[config.mk]
export PLATFORM = sky130hd
export DESIGN_NAME = instr_fetch_decode
export DESIGN_NICKNAME = d
export VERILOG_FILES = /design/src/rtl/instr_fetch_decode.sv
export SDC_FILE = /design/constraint.sdc
export NUM_CORES = 1
export LEC_CHECK = 0
export ABC_AREA = 1
export ABC_CLOCK_PERIOD_IN_PS = 1800
export CORE_MARGIN = 3
export CORE_UTILIZATION = 30
export CTS_CLUSTER_DIAMETER = 50
export DETAILED_ROUTE_END_ITERATION = 8
export PLACE_DENSITY_LB_ADDON = 0.2
export RECOVER_POWER = 100
export SKIP_CTS_REPAIR_TIMING = 1
export SLEW_MARGIN = 40
export SYNTH_ARGS = -nofsm -noshare
export SYNTH_HDL_FRONTEND = slang
export SYNTH_SLANG_ARGS = --single-unit
[constraint.sdc]
create_clock -name i_clk -period 1.8 [get_ports i_clk]
set_input_delay 0.36 -clock i_clk [delete_from_list [all_inputs] [get_ports i_clk]]
set_output_delay 0.36 -clock i_clk [all_outputs]
set_load 0.02 [all_outputs]
[src/rtl/instr_fetch_decode.sv]
// Fetch/decode sequencer: FETCH -> WAIT_MEM -> DECODE -> ISSUE -> EXEC_WAIT; alu_start rises 3 cycles after mem_rd.
// Stalls on mem_valid / exec_done; with FETCH_TIMEOUT_EN defined a 16-cycle fetch stall sets fault and halts.
module instr_fetch_decode (
  input  logic        i_clk,
  input  logic        i_reset,
  input  logic        i_run,
  output logic [7:0]  o_mem_addr,
  output logic        o_mem_rd,
  input  logic [15:0] i_mem_data,
  input  logic        i_mem_valid,
  output logic        o_alu_start,
  output logic [3:0]  o_alu_op,
  output logic [3:0]  o_rd_addr,
  output logic [3:0]  o_rs1_addr,
  output logic [3:0]  o_rs2_addr,
  input  logic        i_exec_done,
  output logic        o_busy,
  output logic        o_halted,
  output logic        o_illegal,
  output logic [7:0]  o_retired,
  output logic        o_fault
);

  typedef enum logic [2:0] {
    S_IDLE      = 3'd0,
    S_FETCH     = 3'd1,
    S_WAIT_MEM  = 3'd2,
    S_DECODE    = 3'd3,
    S_ISSUE     = 3'd4,
    S_EXEC_WAIT = 3'd5,
    S_HALT      = 3'd6
  } state_t;

  state_t      r_state;
  logic [7:0]  r_pc;
  logic [15:0] r_ir;
  logic [7:0]  r_retired;
  logic        r_mem_rd;
  logic        r_alu_start;
  logic        r_illegal;
  logic [3:0]  w_opcode;

`ifdef FETCH_TIMEOUT_EN
  logic [3:0]  r_tmo_cnt;
  logic        r_fault;
`endif

  assign w_opcode = r_ir[15:12];

  // Strobes are set on the transition into their state so each is high for exactly that one cycle.
  always_ff @(posedge i_clk or posedge i_reset) begin
    if (i_reset) begin
      r_state     <= S_IDLE;
      r_pc        <= 8'h00;
      r_ir        <= 16'h0000;
      r_retired   <= 8'h00;
      r_mem_rd    <= 1'b0;
      r_alu_start <= 1'b0;
      r_illegal   <= 1'b0;
`ifdef FETCH_TIMEOUT_EN
      r_tmo_cnt   <= 4'h0;
      r_fault     <= 1'b0;
`endif
    end else begin
      r_mem_rd    <= 1'b0;
      r_alu_start <= 1'b0;
      r_illegal   <= 1'b0;
      case (r_state)
        S_IDLE: begin
          if (i_run) begin
            r_state  <= S_FETCH;
            r_mem_rd <= 1'b1;
          end
        end
        S_FETCH: begin
          r_state <= S_WAIT_MEM;
`ifdef FETCH_TIMEOUT_EN
          r_tmo_cnt <= 4'h0;
`endif
        end
        S_WAIT_MEM: begin
          if (i_mem_valid) begin
            r_ir    <= i_mem_data;
            r_state <= S_DECODE;
          end
`ifdef FETCH_TIMEOUT_EN
          else if (r_tmo_cnt == 4'hF) begin
            r_fault <= 1'b1;
            r_state <= S_HALT;
          end else begin
            r_tmo_cnt <= r_tmo_cnt + 4'h1;
          end
`endif
        end
        S_DECODE: begin
          if (w_opcode == 4'hF) begin
            r_state <= S_HALT;
          end else if (w_opcode >= 4'hC) begin
            r_illegal <= 1'b1;
            r_pc      <= r_pc + 8'h01;
            if (i_run) begin
              r_state  <= S_FETCH;
              r_mem_rd <= 1'b1;
            end else begin
              r_state  <= S_IDLE;
            end
          end else begin
            r_state     <= S_ISSUE;
            r_alu_start <= 1'b1;
          end
        end
        S_ISSUE: begin
          r_state <= S_EXEC_WAIT;
        end
        S_EXEC_WAIT: begin
          if (i_exec_done) begin
            r_pc      <= r_pc + 8'h01;
            r_retired <= r_retired + 8'h01;
            if (i_run) begin
              r_state  <= S_FETCH;
              r_mem_rd <= 1'b1;
            end else begin
              r_state  <= S_IDLE;
            end
          end
        end
        S_HALT: begin
          r_state <= S_HALT;
        end
        default: begin
          r_state <= S_IDLE;
        end
      endcase
    end
  end

  assign o_mem_addr  = r_pc;
  assign o_mem_rd    = r_mem_rd;
  assign o_alu_start = r_alu_start;
  assign o_illegal   = r_illegal;
  assign o_alu_op    = r_ir[15:12];
  assign o_rd_addr   = r_ir[11:8];
  assign o_rs1_addr  = r_ir[7:4];
  assign o_rs2_addr  = r_ir[3:0];
  assign o_retired   = r_retired;
  assign o_busy      = (r_state != S_IDLE) && (r_state != S_HALT);
  assign o_halted    = (r_state == S_HALT);

`ifdef FETCH_TIMEOUT_EN
  assign o_fault = r_fault;
`else
  assign o_fault = 1'b0;
`endif

endmodule

==> out/summary.md <==
The flow ran to the end, and the final reports show no timing, DRC or antenna violations. Traced cell by cell, the critical path runs through clkdlybuf4s50_1. The overall die area is 0.007385 sq mm. By area, the combinational part of the netlist is dominated by simple AND/OR/NAND/NOR gates. In the final routed layout, each cell accounts on average for 10.91 microns. For the number of diodes, the log shows 0. The fmax was 583.1 MHz; the total leakage power was 1.389 nW.

The number of global-route vias before repair is 1653, and the largest net degree at the start of global routing is 39. The actual slew at the worst max-slew pin is 0.9537 ns, and the max-slew violation count is 0. The area fraction in compound gates after synthesis came out at 7.572%. The H-tree generated during clock tree synthesis spans 2 levels. The headroom to the max-slew limit is 36.42%, and the horizontal extent of the die is 85.94 microns. The critical path's largest stage delay was 0.63 ns. Of the available clock period, the critical path in the final layout requires 95.27%. The iteration count of the initial detailed-routing pass is 4, and the area of the mapped netlist is 0.001917 sq mm. After global routing the overflow that remains totals 0. The maximum resistive drop on vdd came out at 0.0007439 V. The count of state elements after synthesis is 38, and the synthesized net count is 267. TritonCTS created 5 clock buffers.

After Yosys synthesis, XOR and XNOR cells account for 3.198% of the synthesized area. Including well taps, the total number of placed cells is 378. The logs give 0.1212 ns for the setup slack at placement and 1.44 ns for the worst path required time. The top cell type by area accounts for 49.61% of the synthesized area.

The routed via count is 1666, and the instance count of the mapped netlist is 244. The logs give 27 for the count of unique library cells instantiated by Yosys and 7.652 mm for the wire length of the first global-routing pass. Maximum net fanout on the critical path: 6.

The biggest area contributor in the post-synthesis netlist is dfrtp_1. The worst setup path is launched from a flop. Sorting the synthesized cells by area gives the leading types as dfrtp_1 (50%), nand2_1 (17%), inv_1 (7.8%).

The highest layer touched by signal routing is met4. The region available for standard cell placement spans 0.006061 sq mm. Hold timing on the final database bottoms out at a slack of 0.4815 ns. The cell family contributing the most delay on the critical path is buffers and inverters.

TritonCTS built the clock tree. The number of endpoints with negative hold slack in the final report is 0, and the count of input and output buffers is 57. The worst hold path belongs to the class flop to flop. The area growth from synthesis to layout is 40.60%. In the final layout, the share of cells above drive strength 1 is 6.109%. In the final routing, the length of wire on met1 measures 1.898 mm. Among all stages on the critical path, the largest delay is contributed by clkdlybuf4s50_1. Setup repair after global routing left no endpoint under its margin. Counting along the longest clock path gives a buffer depth of 2.

The category of the critical setup timing path was flop to primary output. The routed design uses 362 microns of met3 wire. Multiplexer cells account for 0% of the synthesized area.

For this run, the total global-route usage over all layers was measured as 12.89%. The final routed DRC violation total was 0; the post-synthesis share of cell area spent on full adders, half adders and majority gates was 1.305%. The congestion estimate from routability-driven global placement came to 0.8150. The synthesized netlist devotes 28.33% of its cell area to simple gates.

The number of clock sinks is 38, and the clock transition at the registers of the reported paths is 0.08 ns. The first-iteration detailed-routing DRC count came out at 74. The cell sitting at the root of the clock tree is a clkbuf_8. The endpoint class of the critical path is a primary output. The final layout contains routed wiring with a total length of 4.210 mm.

For this run, the number of standard cells in the final layout without fillers is 386. The row count is 28, and the synthesized area divided by synthesized cell count is 7.856 sq um. In this run the remaining antenna-violating nets after routing total 0.

Top-level I/O count: 59. Across the run, the number of max-cap violations was 0. Summed over all nets, wire length on met2 after detailed routing comes to 1.923 mm. The number of setup violations in the final report came out at 0. For the worst setup path, the data arrival time is 1.35 ns. The tools report the initial antenna violation count as 0. The wire-length estimate of the detail-placed layout is 3.127 mm.

The run gives 49.61% as the sequential area share after synthesis. In the final design database the tool counted 333 nets. For the final design utilization, the log shows 44.47%. The minimum period implied by the final worst setup slack is 1.715 ns, and the number of vias per cell is 4.316.

The effective utilization at floorplan was 31.63%; the number of warnings printed during yosys synthesis was 0. The post-route clock skew was 0.006743 ns; the number of buffers and inverters on the critical path was 1. In this run the power density over the cells is 1461 mW/mm^2. For the worst-skew pair, the clock arrives at the later sink with an insertion delay of 0.29 ns. The floorplan step set the die height to 85.94 microns. In the post-route analysis, the smallest setup slack over all paths is 0.08517 ns.
-- worst paths after layout --
check,from,to,slack [ns],cells after the start
min in group asynchronous,i_reset,r_ir[5],0.81,3
worst max register to register,r_state[2],o_mem_addr[3],0.19,5
worst max-delay path,o_retired[5],o_retired[5],0.09,1
worst min-delay path,r_ir[8],r_ir[8],0.48,2
max in group asynchronous,i_reset,o_retired[7],0.40,3
worst min register to register,r_ir[8],r_ir[8],0.48,2
-- routing by layer --
metal | up-vias | GRT usage, %
met3 | 4 | 5.187
li1 | 872 | -
met2 | 53 | 20.60
met4 | 0 | 4.317
met5 | - | 0
met1 | 737 | 15.77
-- synthesized netlist by cell type --
cell,n
nand3b_1,2
nand2_2,4
o21ai_4,1
nand3_2,1
nand4_2,1
buf_4,2
conb_1,1
nor3_1,1
inv_1,40
buf_2,3
nand2_1,86
clkbuf_1,1
nand4_1,4
nand3_1,9
inv_2,1
o211ai_1,2
nor2_1,13
ha_1,2
dfrtp_1,38
nor2_4,1
nor2_2,1
a21oi_1,1
a21oi_2,1
xor2_1,5
o21ai_0,20
nor3_4,1
xnor2_1,2
-- report_power, final --
group | switching, mW | leakage [nW] | internal, mW
Clock | 0.319 | 0.0683 | 0.556
Sequential | 0.224 | 0.493 | 1.14
Combinational | 0.977 | 0.828 | 0.720
-- logic make-up (layout without fill, tap and decap cells) --
kind of cell             after synthesis  count (layout)
adder cells (fa/ha/maj)                2               2
buffers and inverters                 47             114
AND/OR/NAND/NOR                      124             124
XOR/XNOR                               7               7
AO/OA/AOI/OAI                         25              25
other                                  1               1
flip-flops                            38              38
-- registers in the layout, indices dropped and copies added (netlist names) --
register	count
o_mem_addr	8
r_ir	16
o_alu_start	1
r_state	3
o_illegal	1
o_mem_rd	1
o_retired	8
-- layout by cell type (no fill, tap or decap) --
master           netlist  routed
nand3b_1               2       2
buf_4                  2       3
bufinv_16              0       2
xnor2_1                2       2
nand3_1                9      10
o211ai_1               2       2
a21oi_1                1       1
conb_1                 1       1
clkbuf_1               1       5
a21oi_2                1       1
o21ai_4                1       1
nand2_1               86      89
nor3_1                 1       2
inv_1                 40      41
o21ai_0               20      20
nor2_2                 1       1
nand4_2                1       1
xor2_1                 5       5
buf_12                 0       1
nor2_1                13      14
clkinv_4               0       1
ha_1                   2       2
nand2_2                4       1
clkdlybuf4s50_1        0      37
clkbuf_2               0       2
nand4_1                4       4
dfrtp_1               38      38
clkbuf_8               0       5
dlygate4sd3_1          0      17
-- metrics by stage --
stage                     setup TNS (ns)  power [mW]  area, sq um
after detailed placement               0       3.257         2633
after CTS                        -0.4118       4.156         2770
final                                  0       3.937         2695
after global routing                   0       4.255         2695
after floorplan                        0       2.391         1917
after global placement                 0       3.238         2633
-- tightest hold or removal path, delay by kind of cell, from the launching register on --
| family | cells | cell delay (ns) |
|---|---|---|
| flops | 1 | 0.35 |
| compound gates | 1 | 0.05 |
| simple gates | 1 | 0.05 |
-- cell type report --
cell class / instances / area, sq um
clock buffers: 5 / 68.82
repair buffers: 65 / 611.8
fillers: 633 / 3366
clock inverters: 3 / 68.82
inverters: 41 / 153.9
well taps: 75 / 93.84
flip-flops and latches: 38 / 950.9
multi-input cells: 159 / 747.0
(Power assumes the default switching activity.)
